File: config.mk
export PLATFORM = sky130hd
export DESIGN_NAME = tt_adder_seq
export DESIGN_NICKNAME = d
export VERILOG_FILES = /design/src/rtl/tt_adder_pkg.sv /design/src/rtl/byte_add_slice.sv /design/src/rtl/tt_adder_seq.sv
export SDC_FILE = /design/constraint.sdc
export NUM_CORES = 1
export LEC_CHECK = 0
export BUFFER_PORTS_ARGS = -buffer_cell sky130_fd_sc_hd__buf_2
export CAP_MARGIN = 30
export CORE_ASPECT_RATIO = 0.75
export CORE_MARGIN = 3
export CORE_UTILIZATION = 25
export CTS_CLUSTER_DIAMETER = 40
export DETAILED_ROUTE_END_ITERATION = 16
export GPL_TIMING_DRIVEN = 1
export SLEW_MARGIN = 20
export SYNTH_ARGS = -nofsm -noshare
export SYNTH_HDL_FRONTEND = slang
export SYNTH_SLANG_ARGS = --single-unit
File: constraint.sdc
create_clock -name clk -period 3.5 [get_ports clk]
set_input_delay 0.35 -clock clk [delete_from_list [all_inputs] [get_ports clk]]
set_output_delay 0.35 -clock clk [all_outputs]
set_load 0.01 [all_outputs]
File: src/rtl/tt_adder_pkg.sv
// Shared definitions for the byte-serial adder/subtractor: op encodings,
// FSM state type and the byte-index width helper.
package tt_adder_pkg;

  localparam logic [1:0] OP_ADD = 2'b00;
  localparam logic [1:0] OP_SUB = 2'b01;
  localparam logic [1:0] OP_ACC = 2'b10;

  typedef enum logic [1:0] {
    LOAD_A = 2'b00,
    LOAD_B = 2'b01,
    CALC   = 2'b10,
    OUT    = 2'b11
  } state_t;

  // A single-byte operand still needs a 1-bit index register.
  function automatic int idx_width(input int bytes);
    return (bytes > 1) ? $clog2(bytes) : 1;
  endfunction

endpackage

File: src/rtl/byte_add_slice.sv
// One byte of the ripple datapath: A + (B ^ invert) + carry_in, plus the
// MSB taps the top needs to form signed overflow on the final byte.
module byte_add_slice (
  input  logic [7:0] a,
  input  logic [7:0] b,
  input  logic       invert_b,
  input  logic       carry_in,
  output logic [7:0] sum,
  output logic       carry_out,
  output logic       a_msb,
  output logic       b_msb,
  output logic       sum_msb
);

  logic [7:0] b_eff;

  assign b_eff              = b ^ {8{invert_b}};
  assign {carry_out, sum}   = {1'b0, a} + {1'b0, b_eff} + {8'd0, carry_in};
  assign a_msb              = a[7];
  assign b_msb              = b_eff[7];
  assign sum_msb            = sum[7];

endmodule

File: src/rtl/tt_adder_seq.sv
// Byte-serial multi-precision adder/subtractor with accumulate mode.
// Operands stream in LSB byte first, one byte is computed per cycle, result streams out.
module tt_adder_seq
  import tt_adder_pkg::*;
#(
  parameter int WIDTH = 16
) (
  input  logic       clk,
  input  logic       rst_n,
  input  logic       in_valid,
  output logic       in_ready,
  input  logic [7:0] in_data,
  input  logic [1:0] op,
  output logic       out_valid,
  input  logic       out_ready,
  output logic [7:0] out_data,
  output logic       out_last,
  output logic       carry_out,
  output logic       overflow
);

  localparam int            BYTES    = WIDTH / 8;
  localparam int            IW       = idx_width(BYTES);
  localparam logic [IW-1:0] LAST_IDX = IW'(BYTES - 1);

  state_t                  state, state_next;
  logic [IW-1:0]           idx, idx_next;
  logic [1:0]              op_reg;
  logic                    carry_reg;
  logic [BYTES-1:0][7:0]   a_reg;
  logic [BYTES-1:0][7:0]   b_reg;
  logic [BYTES-1:0][7:0]   r_reg;

  logic                    load_a_en;
  logic                    load_b_en;
  logic                    acc_start;
  logic                    calc_en;
  logic                    first_byte;
  logic                    is_last;

  logic                    is_sub;
  logic                    slice_cin;
  logic [7:0]              slice_sum;
  logic                    slice_cout;
  logic                    slice_a_msb;
  logic                    slice_b_msb;
  logic                    slice_sum_msb;

  assign is_last    = (idx == LAST_IDX);
  assign first_byte = (state == LOAD_A) && in_valid && (idx == '0);
  assign is_sub     = (op_reg == OP_SUB);
  // Byte 0 seeds the ripple with the subtract carry; later bytes use the registered carry.
  assign slice_cin  = (idx == '0) ? is_sub : carry_reg;

  byte_add_slice u_slice (
    .a         (a_reg[idx]),
    .b         (b_reg[idx]),
    .invert_b  (is_sub),
    .carry_in  (slice_cin),
    .sum       (slice_sum),
    .carry_out (slice_cout),
    .a_msb     (slice_a_msb),
    .b_msb     (slice_b_msb),
    .sum_msb   (slice_sum_msb)
  );

  assign in_ready  = (state == LOAD_A) || (state == LOAD_B);
  assign out_valid = (state == OUT);
  assign out_last  = out_valid && is_last;
  assign out_data  = out_valid ? r_reg[idx] : 8'd0;

  // NOTE: every signal gets a default before the case so no path infers a latch.
  always_comb begin
    state_next = state;
    idx_next   = idx;
    load_a_en  = 1'b0;
    load_b_en  = 1'b0;
    acc_start  = 1'b0;
    calc_en    = 1'b0;
    case (state)
      LOAD_A: begin
        if (in_valid) begin
          if ((idx == '0) && (op == OP_ACC)) begin
            acc_start = 1'b1;
            if (BYTES == 1) begin
              state_next = CALC;
              idx_next   = '0;
            end else begin
              state_next = LOAD_B;
              idx_next   = IW'(1);
            end
          end else begin
            load_a_en = 1'b1;
            if (is_last) begin
              state_next = LOAD_B;
              idx_next   = '0;
            end else begin
              idx_next = idx + 1'b1;
            end
          end
        end
      end
      LOAD_B: begin
        if (in_valid) begin
          load_b_en = 1'b1;
          if (is_last) begin
            state_next = CALC;
            idx_next   = '0;
          end else begin
            idx_next = idx + 1'b1;
          end
        end
      end
      CALC: begin
        calc_en = 1'b1;
        if (is_last) begin
          state_next = OUT;
          idx_next   = '0;
        end else begin
          idx_next = idx + 1'b1;
        end
      end
      OUT: begin
        if (out_ready) begin
          if (is_last) begin
            state_next = LOAD_A;
            idx_next   = '0;
          end else begin
            idx_next = idx + 1'b1;
          end
        end
      end
      default: begin
        state_next = LOAD_A;
        idx_next   = '0;
      end
    endcase
  end

  // NOTE: sequential state uses non-blocking assignments so every register samples pre-edge values.
  always_ff @(posedge clk or negedge rst_n) begin
    if (!rst_n) begin
      state <= LOAD_A;
      idx   <= '0;
    end else begin
      state <= state_next;
      idx   <= idx_next;
    end
  end

  // NOTE: the operand/result arrays are reset because ACC reads R right after reset.
  always_ff @(posedge clk or negedge rst_n) begin
    if (!rst_n) begin
      op_reg    <= OP_ADD;
      carry_reg <= 1'b0;
      carry_out <= 1'b0;
      overflow  <= 1'b0;
      a_reg     <= '0;
      b_reg     <= '0;
      r_reg     <= '0;
    end else begin
      if (first_byte) begin
        op_reg <= op;
      end
      if (acc_start) begin
        a_reg    <= r_reg;
        b_reg[0] <= in_data;
      end
      if (load_a_en) begin
        a_reg[idx] <= in_data;
      end
      if (load_b_en) begin
        b_reg[idx] <= in_data;
      end
      if (calc_en) begin
        r_reg[idx] <= slice_sum;
        carry_reg  <= slice_cout;
        if (is_last) begin
          carry_out <= slice_cout;
          overflow  <= (slice_a_msb == slice_b_msb) && (slice_sum_msb != slice_a_msb);
        end
      end
    end
  end

endmodule

==> results_dict.tcl <==
set metrics [dict create \
    outcome "finished clean" \
    vias 2138 \
    synth-seq-area-share_pct 44.8 \
    clk_path_buf_depth 2 \
    drc_errors 0 \
    synthesis.area_um2 3130 \
    finClkSkew_ns 0.00507 \
    clkPwrFrac_pct 13.1 \
    p_seq_share_pct 28.8 \
    yosys-top-cells-area "dfrtp_1, mux2i_1, mux2_2, ha_1, nand2_1" \
    io_pins 27 \
    peakVddDrop_mv 0.340 \
    first_iter_violations 142 \
    antenna_found_initial 0 \
    syn2layout_area_growth_pct 15.0 \
    cpMostUsedCell "fa_1" \
    synth_common_cells "dfrtp_1, nand2_1, mux2i_1, mux2_2, o21ai_0" \
    crit_family "compound AO/OA/AOI/OAI gates" \
    p_switching_uw 1740 \
    worst_ep_required_time_ns 3.66 \
    grt_max_degree 35 \
    dieWidth_um 135 \
    gp_congestion 0.764 \
    max_freq_mhz 356 \
    ys_seq_elements 56 \
    powerDensity_nw_per_um2 1120 \
    drv_slew 0 \
    clock_latency_ns 0.30 \
    cts_tree "yes" \
    cts.sink_count 56 \
    final_nets 336 \
    cpPeakStageDelay_ns 0.45 \
    endpoint_kind "flop" \
    htreeDepth 2 \
    post-cts-setup-buffer-count 0 \
    cts_buffers 5 \
    fin_crit_sh_pct 80.3 \
    worstMarginPinSlew_ns 0.962 \
    period_minus_slack_ns 2.81 \
    grt_overflow 0 \
    ys_async_sr_fraction_pct 100 \
    synth.net_count 311 \
    row_count 34 \
    synth_warnings 0 \
    cp-start-kind "flop" \
    critical_path_arrival_ns 2.97 \
    grt_pass1_vias 2218 \
    postSynthCellCount 284 \
    ys_types 43 \
    routed_via_density 4.54 \
    finalHoldViolations 0 \
    synth-edff-count 0 \
    p_leak_uw 0.00163 \
    die_height_um 103 \
    pre_cts_ws_ns 0.686 \
    intPower_uw 2300 \
    port_buffers 26 \
    n_antenna_cell 0 \
    slowest_stage "buf_4" \
    hold_class "in -> reg" \
    rsz0062_at_grt "no" \
    cap_violations 0 \
    yosysTopAreaCell "dfrtp_1" \
    wirelength_um 7120 \
    dp_hpwl_um 5480 \
    cts_resized 0 \
    crit_fanout 34 \
    grt_first_pass_wirelength_um 11800 \
    ys.flop_type "dfrtp_1" \
    die_area_um2 13900 \
    tns_ns 0 \
    drive_above_1_share_pct 23.6 \
    final.setup.worst_slack_ns 0.689 \
    synth.most_common_cell "dfrtp_1" \
    avgRoutedWirePerCell_um 15.1 \
    clk_pin_slew_ns 0.07 \
    power_frac_comb_pct 58.1 \
    power.share.switching_pct 43.0 \
    clockRootBuffer "clkbuf_16" \
    dr.pass1.iters 4 \
    synth.top_cell.area_share_pct 44.8 \
    critPathKind "reg -> reg" \
    power_uw 4040 \
    grtUsageTotal_pct 11.1 \
    syn_area_per_cell_um2 11.0 \
    crit_chain "buf_4 > mux2i_1 > fa_1 > inv_1 > fa_1 > a21oi_1 > o21ai_0 > a211oi_1 > o31ai_1" \
    cp.buffers_inverters 2 \
    initial_core_util_pct 26.3 \
    holdWs_ns 0.307 \
    nFillCells 1256 \
    setup_viol 0 \
    worst_slew_margin_rel_pct 35.7 \
    core_um2 11900 \
    postRouteAntennaNets 0 \
]
## stage by stage
step / cell area, um2 / instances / util, %
CTS: 3600 / 471 / 30.2
detailed placement: 3440 / 463 / 28.9
floorplan: 3130 / 284 / -
finish: 3600 / 471 / 30.2
global route: 3600 / 471 / 30.2
global placement: 3420 / 462 / 28.7
## routing by layer
metal  vias up  share of wire [%]  global-route usage (%)
li1       1050                  -                       -
met1      1042                 55                    17.0
met2        39                 39                    15.4
met3         7                4.6                    2.49
met4         0                1.4                    3.72
met5         -                  0                       0
## power groups by stage
| stage | clock network (uW) | registers (uW) | logic (uW) |
|---|---|---|---|
| 2_1_floorplan | 0 | 1110 | 1830 |
| 3_3_place_gp | 0 | 1170 | 2280 |
| 3_5_place_dp | 0 | 1180 | 2320 |
| 4_1_cts | 547 | 1170 | 2350 |
| 5_1_grt | 573 | 1200 | 2630 |
| 6_report | 528 | 1160 | 2350 |
## placed cells by master (no fill, tap or decap), drive strengths merged, types with 3 or more instances in the layout
| master | synthesis | layout |
|---|---|---|
| buf | 8 | 30 |
| mux2 | 28 | 28 |
| inv | 6 | 6 |
| mux2i | 35 | 35 |
| ha | 11 | 11 |
| o21ai | 27 | 27 |
| dfrtp | 56 | 56 |
| nor3 | 4 | 4 |
| xnor2 | 11 | 11 |
| o31ai | 7 | 7 |
| nand2b | 4 | 4 |
| a21oi | 7 | 7 |
| o22ai | 3 | 3 |
| nor2 | 12 | 12 |
| clkbuf | 5 | 7 |
| nand2 | 36 | 36 |
## path summary, 6_finish.rpt
kind	from	to	slack [ns]	cells after the start
max in group asynchronous	rst_n	b_reg[8]	2.47	3
min in group asynchronous	rst_n	r_reg[9]	0.49	2
worst max register to register	idx	r_reg[6]	0.69	9
worst min-delay path	in_data[5]	a_reg[13]	0.31	3
worst min register to register	a_reg[1]	a_reg[1]	0.48	2
worst max-delay path	idx	r_reg[6]	0.69	9
## worst reg2reg max path: cells and delay by family (launching register included)
family	cells	cell delay, ns
AO/OA/AOI/OAI	4	0.89
adder cells (fa/ha/maj)	2	0.60
buffers and inverters	2	0.51
flip-flops	1	0.37
multiplexers	1	0.30
## cells by family after synthesis
logic type      share of synthesized area, %
simple gates                            10.8
flops                                   44.8
xor+xnor                                3.36
buf+inv                                 2.92
mux                                     21.4
compound gates                          11.1
fa+ha+maj                               5.68
## area by class of cell
class	instances	area [um2]	share of cell area, %
Clock buffer	7	153	4.24
Tap cell	162	203	5.63
Sequential cell	56	1400	38.9
Inverter	6	22.5	0.626
Timing Repair Buffer	31	183	5.07
Multi-Input combinational cell	209	1640	45.5
## what timing repair did
action                                  CTS  global route
endpoints found under the setup margin    0             0
hold buffers                              1             0
endpoints found under the hold margin    12             0
No activity file was read; power rests on OpenSTA's default activity.
